### config.mk
export PLATFORM = sky130hd
export DESIGN_NAME = vuart_stream_bridge_flat
export DESIGN_NICKNAME = d
export VERILOG_FILES = /design/src/rtl/vuart_stream_bridge_if.sv /design/src/rtl/vuart_stream_bridge.sv /design/src/flat_wrapper.sv
export SDC_FILE = /design/constraint.sdc
export NUM_CORES = 1
export LEC_CHECK = 0
export ABC_AREA = 1
export CORE_MARGIN = 2
export CORE_UTILIZATION = 43
export DETAILED_ROUTE_END_ITERATION = 10
export PLACE_DENSITY = 0.95
export SYNTH_ARGS = -nofsm -noshare
export SYNTH_HDL_FRONTEND = slang
export SYNTH_SLANG_ARGS = --single-unit
### constraint.sdc
create_clock -name clk -period 2.4 [get_ports clk]
set_input_delay 0.48 -clock clk [delete_from_list [all_inputs] [get_ports clk]]
set_output_delay 0.48 -clock clk [all_outputs]
set_load 0.05 [all_outputs]
### src/rtl/vuart_stream_bridge_if.sv
// vuart_stream_bridge_if
//   APB link between the stream bridge (master) and the virtual UART device
//   port (slave).
//   psel/penable/pwrite/paddr/pwdata : master -> slave
//   prdata/pready/pslverr            : slave  -> master
interface vuart_stream_bridge_if;
  logic        psel;
  logic        penable;
  logic        pwrite;
  logic [15:0] paddr;
  logic [31:0] pwdata;
  logic [31:0] prdata;
  logic        pready;
  logic        pslverr;

  modport master (output psel, penable, pwrite, paddr, pwdata,
                  input  prdata, pready, pslverr);
  modport slave  (input  psel, penable, pwrite, paddr, pwdata,
                  output prdata, pready, pslverr);
endinterface

### src/rtl/vuart_stream_bridge.sv
// vuart_stream_bridge
//   APB master that feeds the virtual UART device port from a byte stream and
//   drains received bytes back to a byte stream. It polls STAT, then writes
//   or reads the FIFO register when the UART reports space or data.
//   Ports:
//     clk, rst_n          clock, asynchronous active-low reset
//     tx_data/valid/ready byte stream into the UART (1-entry holding reg)
//     rx_data/valid/ready byte stream out of the UART (1-entry holding reg)
//     apbm                APB master (vuart_stream_bridge_if.master)
//     err                 one-cycle pulse for any transfer ending in pslverr
//   Optional: define VUART_BRIDGE_CRLF_EN to expand each 8'h0A into
//   8'h0D, 8'h0A on the wire.
module vuart_stream_bridge #(
  parameter logic [15:0] ADDR_STAT      = 16'h0000,
  parameter logic [15:0] ADDR_FIFO      = 16'h0008,
  parameter int          STAT_RXVLD_BIT = 0,
  parameter int          STAT_TXRDY_BIT = 1,
  parameter logic [7:0]  POLL_INTERVAL  = 8'd15
) (
  input  logic                        clk,
  input  logic                        rst_n,
  input  logic [7:0]                  tx_data,
  input  logic                        tx_valid,
  output logic                        tx_ready,
  output logic [7:0]                  rx_data,
  output logic                        rx_valid,
  input  logic                        rx_ready,
  vuart_stream_bridge_if.master       apbm,
  output logic                        err
);

  // The IDLE cycle that always follows a fruitless poll is itself one of the
  // idle cycles, so the counter is loaded one short of the interval.
  localparam logic [7:0] POLL_RELOAD = (POLL_INTERVAL == 8'd0) ? 8'd0
                                                                : POLL_INTERVAL - 8'd1;

  typedef enum logic [2:0] {IDLE, STAT_SETUP, STAT_ACCESS, XFER_SETUP, XFER_ACCESS} state_t;

  state_t      state_q, state_d;
  logic [7:0]  poll_cnt_q, poll_cnt_d;
  logic        prio_rx_q, prio_rx_d;   // 0: TX wins the next tie
  logic        xfer_tx_q, xfer_tx_d;   // direction of the FIFO transfer
  logic        err_q, err_d;
  logic [7:0]  tx_hold_q;
  logic        tx_hold_vld_q;
  logic [7:0]  rx_data_q;
  logic        rx_hold_vld_q;

  logic        tx_fire, tx_done, rx_load;
  logic        tx_ok, rx_ok;
  logic        send_cr;
  logic [7:0]  wbyte;

  logic        psel, penable, pwrite;
  logic [15:0] paddr;
  logic [31:0] pwdata;

`ifdef VUART_BRIDGE_CRLF_EN
  logic        cr_sent_q;
  // A held LF goes out as CR first; cr_sent_q marks that the CR is done.
  assign send_cr = (tx_hold_q == 8'h0A) && !cr_sent_q;
`else
  assign send_cr = 1'b0;
`endif
  assign wbyte = send_cr ? 8'h0D : tx_hold_q;

  assign tx_ready = !tx_hold_vld_q;
  assign tx_fire  = tx_valid && !tx_hold_vld_q;
  assign rx_valid = rx_hold_vld_q;
  assign rx_data  = rx_data_q;
  assign err      = err_q;

  assign tx_ok = tx_hold_vld_q && apbm.prdata[STAT_TXRDY_BIT];
  assign rx_ok = !rx_hold_vld_q && apbm.prdata[STAT_RXVLD_BIT];

  assign apbm.psel    = psel;
  assign apbm.penable = penable;
  assign apbm.pwrite  = pwrite;
  assign apbm.paddr   = paddr;
  assign apbm.pwdata  = pwdata;

  always_comb begin
    state_d    = state_q;
    poll_cnt_d = poll_cnt_q;
    prio_rx_d  = prio_rx_q;
    xfer_tx_d  = xfer_tx_q;
    err_d      = 1'b0;
    tx_done    = 1'b0;
    rx_load    = 1'b0;
    psel       = 1'b0;
    penable    = 1'b0;
    pwrite     = 1'b0;
    paddr      = '0;
    pwdata     = '0;
    case (state_q)
      IDLE: begin
        if (poll_cnt_q != 8'd0 && !tx_fire)
          poll_cnt_d = poll_cnt_q - 8'd1;
        else if (tx_hold_vld_q || tx_fire || !rx_hold_vld_q)
          state_d = STAT_SETUP;
      end
      STAT_SETUP: begin
        psel    = 1'b1;
        paddr   = ADDR_STAT;
        state_d = STAT_ACCESS;
      end
      STAT_ACCESS: begin
        psel    = 1'b1;
        penable = 1'b1;
        paddr   = ADDR_STAT;
        if (apbm.pready) begin
          if (apbm.pslverr) begin
            err_d      = 1'b1;
            poll_cnt_d = POLL_RELOAD;
            state_d    = IDLE;
          end else if (tx_ok && rx_ok) begin
            xfer_tx_d = !prio_rx_q;
            prio_rx_d = !prio_rx_q;
            state_d   = XFER_SETUP;
          end else if (tx_ok || rx_ok) begin
            xfer_tx_d = tx_ok;
            state_d   = XFER_SETUP;
          end else begin
            poll_cnt_d = POLL_RELOAD;
            state_d    = IDLE;
          end
        end
      end
      XFER_SETUP, XFER_ACCESS: begin
        psel    = 1'b1;
        penable = (state_q == XFER_ACCESS);
        pwrite  = xfer_tx_q;
        paddr   = ADDR_FIFO;
        pwdata  = xfer_tx_q ? {24'h0, wbyte} : 32'h0;
        if (state_q == XFER_SETUP) begin
          state_d = XFER_ACCESS;
        end else if (apbm.pready) begin
          state_d    = IDLE;
          poll_cnt_d = '0;
          if (apbm.pslverr) err_d   = 1'b1;
          else if (xfer_tx_q) tx_done = 1'b1;
          else rx_load = 1'b1;
        end
      end
      default: state_d = IDLE;
    endcase
    // A fresh TX byte always restarts polling immediately.
    if (tx_fire) poll_cnt_d = '0;
  end

  always_ff @(posedge clk or negedge rst_n) begin
    if (!rst_n) begin
      state_q       <= IDLE;
      poll_cnt_q    <= '0;
      prio_rx_q     <= 1'b0;
      xfer_tx_q     <= 1'b0;
      err_q         <= 1'b0;
      tx_hold_q     <= '0;
      tx_hold_vld_q <= 1'b0;
      rx_data_q     <= '0;
      rx_hold_vld_q <= 1'b0;
`ifdef VUART_BRIDGE_CRLF_EN
      cr_sent_q     <= 1'b0;
`endif
    end else begin
      state_q    <= state_d;
      poll_cnt_q <= poll_cnt_d;
      prio_rx_q  <= prio_rx_d;
      xfer_tx_q  <= xfer_tx_d;
      err_q      <= err_d;
      if (tx_fire) begin
        tx_hold_q     <= tx_data;
        tx_hold_vld_q <= 1'b1;
      end else if (tx_done) begin
`ifdef VUART_BRIDGE_CRLF_EN
        if (send_cr) begin
          cr_sent_q <= 1'b1;
        end else begin
          cr_sent_q     <= 1'b0;
          tx_hold_vld_q <= 1'b0;
        end
`else
        tx_hold_vld_q <= 1'b0;
`endif
      end
      if (rx_load) begin
        rx_data_q     <= apbm.prdata[7:0];
        rx_hold_vld_q <= 1'b1;
      end else if (rx_hold_vld_q && rx_ready) begin
        rx_hold_vld_q <= 1'b0;
      end
    end
  end

endmodule
### src/flat_wrapper.sv
// flat-port wrapper written by rule: the top's interface ports become plain ports
module vuart_stream_bridge_flat 
#(
  parameter logic [15:0] ADDR_STAT      = 16'h0000,
  parameter logic [15:0] ADDR_FIFO      = 16'h0008,
  parameter int          STAT_RXVLD_BIT = 0,
  parameter int          STAT_TXRDY_BIT = 1,
  parameter logic [7:0]  POLL_INTERVAL  = 8'd15
)
  (clk, rst_n, tx_data, tx_valid, tx_ready, rx_data, rx_valid, rx_ready, err, apbm_psel, apbm_penable, apbm_pwrite, apbm_paddr, apbm_pwdata, apbm_prdata, apbm_pready, apbm_pslverr);
  vuart_stream_bridge_if apbm_i ();
  input  logic clk;
  input  logic rst_n;
  input  logic [7:0] tx_data;
  input  logic tx_valid;
  output logic tx_ready;
  output logic [7:0] rx_data;
  output logic rx_valid;
  input  logic rx_ready;
  output logic err;
  output wire logic [$bits(apbm_i.psel)-1:0] apbm_psel;
  output wire logic [$bits(apbm_i.penable)-1:0] apbm_penable;
  output wire logic [$bits(apbm_i.pwrite)-1:0] apbm_pwrite;
  output wire logic [$bits(apbm_i.paddr)-1:0] apbm_paddr;
  output wire logic [$bits(apbm_i.pwdata)-1:0] apbm_pwdata;
  input wire logic [$bits(apbm_i.prdata)-1:0] apbm_prdata;
  input wire logic [$bits(apbm_i.pready)-1:0] apbm_pready;
  input wire logic [$bits(apbm_i.pslverr)-1:0] apbm_pslverr;
  assign apbm_psel = apbm_i.psel;
  assign apbm_penable = apbm_i.penable;
  assign apbm_pwrite = apbm_i.pwrite;
  assign apbm_paddr = apbm_i.paddr;
  assign apbm_pwdata = apbm_i.pwdata;
  assign apbm_i.prdata = apbm_prdata;
  assign apbm_i.pready = apbm_pready;
  assign apbm_i.pslverr = apbm_pslverr;
  vuart_stream_bridge #(.ADDR_STAT(ADDR_STAT), .ADDR_FIFO(ADDR_FIFO), .STAT_RXVLD_BIT(STAT_RXVLD_BIT), .STAT_TXRDY_BIT(STAT_TXRDY_BIT), .POLL_INTERVAL(POLL_INTERVAL)) u_core (.clk(clk), .rst_n(rst_n), .tx_data(tx_data), .tx_valid(tx_valid), .tx_ready(tx_ready), .rx_data(rx_data), .rx_valid(rx_valid), .rx_ready(rx_ready), .apbm(apbm_i), .err(err));
endmodule
==> results of run 1 <==
through the flow:
| step | util (%) | cell area (sq um) | worst slack, ps | instances | hold slack [ps] |
|---|---|---|---|---|---|
| 2_1_floorplan | - | 2230 | -123 | 282 | 184 |
| 3_3_place_gp | 56.8 | 2530 | 379 | 338 | 487 |
| 3_5_place_dp | 56.8 | 2530 | 349 | 338 | 494 |
| 4_1_cts | 58.7 | 2610 | 27.3 | 345 | 509 |
| 5_1_grt | 58.7 | 2610 | 173 | 345 | 516 |
| 6_report | 58.7 | 2610 | 232 | 345 | 507 |
cell families (layout without fill, tap and decap cells):
family | Yosys count | in the layout | share of synthesized area (%)
buffers and inverters | 64 | 75 | 19.2
AO/OA/AOI/OAI | 11 | 11 | 3.02
other | 1 | 39 | 0.185
flip-flops | 32 | 32 | 39.5
multiplexers | 16 | 16 | 8.88
XOR/XNOR | 2 | 2 | 0.863
adder cells (fa/ha/maj) | 2 | 2 | 1.23
AND/OR/NAND/NOR | 116 | 116 | 27.1
worst max-delay path by stage:
stage | end
final | apbm_pwdata[7]
after CTS | apbm_pwdata[7]
after global placement | u_core.rx_data[0]
after detailed placement | u_core.rx_data[6]
after global routing | apbm_pwdata[7]
after floorplan | apbm_pwdata[7]
power groups by stage:
stage | clock, uW | combinational, uW | sequential, uW
after floorplan | 0 | 1250 | 1170
after global placement | 0 | 1850 | 949
after detailed placement | 0 | 1910 | 971
after CTS | 401 | 1930 | 964
after global routing | 424 | 2080 | 992
final | 397 | 1930 | 968
timing repair:
| action | in CTS | in global routing |
|---|---|---|
| hold endpoints to repair | 0 | 0 |
| setup endpoints to repair | 0 | 2 |
| resized for setup | 0 | 1 |
placed cells by master (no fill, tap or decap), types with 2 or more instances in the layout:
cell type        synthesis  routed
clkdlybuf4s50_1          0      32
buf_12                   0       9
ha_1                     2       2
nand2_4                  3       3
clkbuf_8                 0       5
nor2_4                   1       8
conb_1                   1      39
a21oi_1                  3       3
nand4_2                  2       2
nor2_2                   3       5
nand2_2                  4       4
buf_4                   39       5
nand2_1                 47      47
nand3_2                  2       2
xor2_1                   2       2
inv_1                   20      20
nand3_1                 26      26
dfrtp_1                 32      32
o21ai_0                  5       5
nor2_1                  26      17
mux2_2                  16      16
layout make-up:
cell class                 instances  area, sq um  area share (%)
multi-input combinational        186         1040            39.8
tap                               52         65.1            2.49
timing repair buffer              46          538            20.6
clock buffer                       5         68.8            2.64
inverter                          22         85.1            3.26
clock inverter                     2         12.5           0.480
sequential                        32          801            30.7
cell usage after synthesis:
master     n
o211ai_1   1
nor2_2     3
nand2_1   47
conb_1     1
inv_1     20
nor4_1     1
dfrtp_1   32
mux2_2    16
a31oi_1    1
a21oi_1    3
o21ai_0    5
buf_2      3
o21bai_1   1
buf_4     39
nand4_1    1
clkinv_1   1
nand3_2    2
nand4_2    2
ha_1       2
nand2_2    4
nor2_1    26
nand2_4    3
nor2_4     1
nand3_1   26
xor2_1     2
inv_2      1
worst max-delay path, delay by kind of cell, from the launching register on:
kind                   cells  cell delay, ps
and+or+nand+nor            4             660
DFF                        1             450
buffers and inverters      2             280
sequential cells by signal, indices dropped and copies added (netlist names), 3 cells and up:
signal and count:
u_core.poll_cnt_q 8, u_core.rx_data 8, u_core.tx_hold_q 8, u_core.state_q 3
layer usage:
metal  part of all wire (%)  track usage, %  up-vias
met5                      0               0        -
li1                       -               -      795
met4                   0.86            4.73        0
met2                     52            31.3       88
met1                     38            20.2      805
met3                    8.9            6.22        6
==> run summary, run 1 <==
Initial Util: 45.7%
Post-Route WL: 4420 um
width of the die: 72.7 um
#FFs+latches synth: 32
RSZ-0062 raised after global routing: no
Layout Skew: 2.98 ps
Max VDD drop: 0.947 mV
Synth Cell Area: 0.00203 sq mm
Hold Path Stages: 1
max_cap viols: 0
Root Buffer: clkbuf_8
CP Capture Type: output port
vias in the first global route: 1643
Vias/cell: 4.91
min-delay src: u_core.tx_hold_q[7]
Sequential Power Share: 29.4%
TritonCTS clock tree: built
grt ovf: 0
distinct cell type count after synthesis: 26
Area contributors post-synth: dfrtp_1, buf_4, mux2_2, nand2_1, nand3_1
R2R cell count: 8
core area: 0.00444 sq mm
Tot GR Track Use: 17.7%
routability cong.: 0.859
PwrDens: 1260 mW/mm^2
Crit-path slowest cell: dfrtp_1
slowest stage delay, CP: 450 ps
share of layout cells above drive strength 1: 21.5%
ANT cells: 0
dpl hpwl: 3350 um
f_max: 0.461 GHz
Ys Warns: 0
WP data arrival: 1690 ps
die area: 0.00529 sq mm
outcome: completed
Synth top area share: 39.5%
starting DRC count in detailed routing: 77
CTS Buf Count: 5
Avg Cell Area, Syn: 8.32 sq um
Fillers: 355
IO Count: 108
Pint: 1620 uW
Sw Share: 50.9%
area grow syn2layout: 28.5%
slew margin rel.: 66.0%
R2R Setup Slk: 880 ps
fin nets: 341
clk sinks: 32
Rows: 24
r2r endpoint: u_core.poll_cnt_q[1]
Tightest Pin Transition: 509 ps
largest area contributor in the synthesized netlist: dfrtp_1
largest net degree at the start of global routing: 33
antenna viol nets, final: 0
total iterations of the first detailed-routing run: 4
kind of critical path: register to output port
Reg clk slew, reported paths: 70 ps
final slew viol count: 0
I/O Buffers: 44
Clock power frac: 12.0%
worst-path fanout max: 9
CP startpoint kind: register
P_leak: 0.00128 uW
# DRC: 0
Worst Setup SP: u_core.state_q[1]
period utilization: 90.3%
hold buffers post-CTS: 0
Chip Height: 72.7 um
global-route wire length before repair: 7310 um
initial antenna violation count: 0
switching pwr: 1680 uW
worst path cell trace: nor2_2 > nand2_2 > nand2_1 > inv_4 > nor2_2 > buf_12
Hold Crit Endpoint: u_core.tx_hold_q[7]
most frequent CP cell: nor2_2
CP required: 1920 ps
sequential share of the synthesized area: 39.5%
FF-to-FF Start: u_core.poll_cnt_q[0]
final setup vio count: 0
setup TNS: 0 ps
final hold vios: 0
Tot Pwr: 3300 uW
Max H-tree Level: 2
routed vias: 1694
clk_lat worst skew: 290 ps
setup repair bufs after CTS: 0
routed length per instance: 12.8 um
Cells after Synth: 244
Longest Clk Path Bufs: 2
Hold Path Class: register to register
Final min period: 2170 ps
combinational share of power: 58.6%
Note: power is estimated with default switching activity, not from simulation.
==> run 2, diff against run 1 <==
- ABC_AREA: 1 -> default
- CORE_MARGIN: 2 -> 5
- CORE_UTILIZATION: 43 -> 42
==> run 2 against run 1 <==
Net effect:
- total power is 1.0% lower
- wire length is 11% higher
- global-route usage is 1.3 points lower
- register-to-register slack worse by 500 ps
- non-clock buffer count is 5 higher
- via count is 3.8% lower
- critical path type unchanged
- largest power group unchanged
==> run summary, run 2 <==
outcome: completed (unchanged)
largest net degree at the start of global routing: 33 (unchanged)
I/O Buffers: 44 (unchanged)
most common cell after layout, fill and taps aside: conb_1 (was nand2_1)
Max H-tree Level: 2 (unchanged)
max_cap viols: 0 (unchanged)
Vias/cell: 5.03 (was 4.91)
Fillers: 409 (was 355)
distinct cell type count after synthesis: 47 (was 26)
vias in the first global route: 1642 (was 1643)
# DRC: 0 (unchanged)
clk sinks: 32 (unchanged)
Avg Cell Area, Syn: 9.00 sq um (was 8.32 sq um)
CP startpoint kind: register (unchanged)
Chip Height: 78.5 um (was 72.7 um)
starting DRC count in detailed routing: 123 (was 77)
Reg clk slew, reported paths: 70 ps (about the same)
setup repair bufs after CTS: 0 (unchanged)
worst-path fanout max: 9 (unchanged)
clk_lat worst skew: 290 ps (about the same)
antenna viol nets, final: 0 (unchanged)
Post-synth top cells: buf_4, nand2_1, dfrtp_1, nor2_1, and3_1 (was nand2_1, buf_4, dfrtp_1, nand3_1, nor2_1)
final slew viol count: 0 (unchanged)
Post-Route WL: 4900 um (was 4420 um)
width of the die: 78.5 um (was 72.7 um)
Root Buffer: clkbuf_8 (unchanged)
area grow syn2layout: 25.3% (was 28.5%)
Post-synth EDFFs: 0 (unchanged)
routed vias: 1629 (was 1694)
Hold Crit Endpoint: u_core.tx_hold_q[4] (was u_core.tx_hold_q[7])
Async SR Flop Fraction: 100% (unchanged)
sequential share of the synthesized area: 40.6% (was 39.5%)
period utilization: 94.7% (was 90.3%)
Tot GR Track Use: 16.4% (was 17.7%)
share of layout cells above drive strength 1: 17.4% (was 21.5%)
Tightest Pin Transition: 686 ps (was 509 ps)
Longest Clk Path Bufs: 2 (unchanged)
core area: 0.00463 sq mm (was 0.00444 sq mm)
RSZ-0062 raised after global routing: no (unchanged)
f_max: 0.440 GHz (was 0.461 GHz)
kind of critical path: register to output port (unchanged)
PwrDens: 1320 mW/mm^2 (was 1260 mW/mm^2)
fin nets: 318 (was 341)
setup TNS: 0 ps (unchanged)
final hold vios: 0 (unchanged)
dpl hpwl: 3600 um (was 3350 um)
CTS Buf Count: 5 (unchanged)
routability cong.: 0.854 (was 0.859)
Max VDD drop: 0.733 mV (was 0.947 mV)
ANT cells: 0 (unchanged)
total iterations of the first detailed-routing run: 4 (unchanged)
grt ovf: 0 (unchanged)
initial antenna violation count: 0 (unchanged)
post-layout util: 53.4% (was 58.7%)
final setup vio count: 0 (unchanged)
Rows: 25 (was 24)
R2R cell count: 7 (was 8)
prevailing post-synth register cell: dfrtp_1 (unchanged)
Hold Path Stages: 2 (was 1)
r2r endpoint: u_core.state_q[0] (was u_core.poll_cnt_q[1])
Hold Path Class: register to register (unchanged)
Layout Skew: 5.81 ps (was 2.98 ps)
FF-to-FF Start: u_core.poll_cnt_q[0] (unchanged)
#FFs+latches synth: 32 (unchanged)
R2R Setup Slk: 380 ps (was 880 ps)
min-delay src: u_core.tx_hold_q[4] (was u_core.tx_hold_q[7])
Ys Warns: 0 (unchanged)
Synth top area share: 40.6% (was 39.5%)
CP Capture Type: output port (unchanged)
Area contributors post-synth: dfrtp_1, buf_4, nand2_1, mux2_2, and3_1 (was dfrtp_1, buf_4, mux2_2, nand2_1, nand3_1)
TritonCTS clock tree: built (unchanged)
Final min period: 2270 ps (was 2170 ps)
most frequent cells in the layout: conb_1, nand2_1, clkdlybuf4s50_1 (was nand2_1, conb_1, clkdlybuf4s50_1, dfrtp_1, nand3_1)
slew margin rel.: 53.9% (was 66.0%)
Initial Util: 42.6% (was 45.7%)
routed length per instance: 15.1 um (was 12.8 um)
Synth Cell Area: 0.00197 sq mm (was 0.00203 sq mm)
Cells after Synth: 219 (was 244)
P_leak: 0.00122 uW (was 0.00128 uW)
die area: 0.00617 sq mm (was 0.00529 sq mm)
CP required: 1920 ps (about the same)
most common cell in the synthesized netlist: buf_4 (was nand2_1)
global-route wire length before repair: 7910 um (was 7310 um)
WP data arrival: 1790 ps (was 1690 ps)
IO Count: 108 (unchanged)
largest area contributor in the synthesized netlist: dfrtp_1 (unchanged)
## run 2: logic make-up after synthesis
| logic type | synth area share, % |
|---|---|
| xor gates and xnor gates | 1.33 |
| DFF | 40.6 |
| and+or+nand+nor | 21.5 |
| muxes | 4.57 |
| other | 0.190 |
| AOI/OAI and AO/OA | 13.1 |
| buffers and inverters | 17.4 |
| adders and majority gates | 1.27 |
## run 2: worst max-delay path by stage
stage,from,to,slack (ps),depth (start not counted)
6_report,u_core.state_q[1],apbm_pwdata[5],130,5
3_5_place_dp,apbm_pready,u_core.rx_data[0],120,5
4_1_cts,u_core.state_q[0],apbm_pwdata[4],6,5
3_3_place_gp,apbm_pready,u_core.rx_data[6],140,5
5_1_grt,u_core.state_q[1],apbm_pwdata[0],90,5
2_1_floorplan,u_core.state_q[0],apbm_pwdata[0],60,5
## run 2: timing repair
action                                  CTS  global route
hold buffers                              0             0
gates resized for setup                   2             2
endpoints found under the setup margin    9             8
## run 2: power by group
group,switching [uW],leakage (uW),internal (uW)
clock network,203,0.0000503,255
logic,1150,0.000769,642
registers,233,0.000401,776
total,1590,0.00122,1670
## run 2: metal layers
metal | wire, um | track usage (%)
met3 | 279 | 4.01
met4 | 165 | 9.97
met5 | 0 | 0
met2 | 2510 | 27.8
met1 | 1940 | 18.5
## run 2: worst max-delay path: stages (launching register included)
cell	delay [ps]
dfrtp_1	450
nor2b_1	190
a22oi_2	240
clkinv_2	190
and3_1	240
buf_4	190
## run 2: final cells by class
cell class / count / area [sq um] / area share, %
timing repair buffer: 51 / 500 / 20.3
clock buffer: 7 / 96.3 / 3.90
sequential: 32 / 803 / 32.5
inverter: 7 / 27.5 / 1.11
multi-input combinational: 173 / 975 / 39.5
tap: 54 / 67.6 / 2.74
## run 2: through the flow
stage	power [uW]	hold WS, ps	worst slack (ps)	cell area [sq um]	std cells
6_report	3260	476	127	2470	324
5_1_grt	3450	491	89.8	2470	324
4_1_cts	3250	474	6.11	2460	324
3_5_place_dp	2770	458	116	2360	317
3_3_place_gp	2690	449	137	2360	317
2_1_floorplan	2280	184	55.6	2110	257
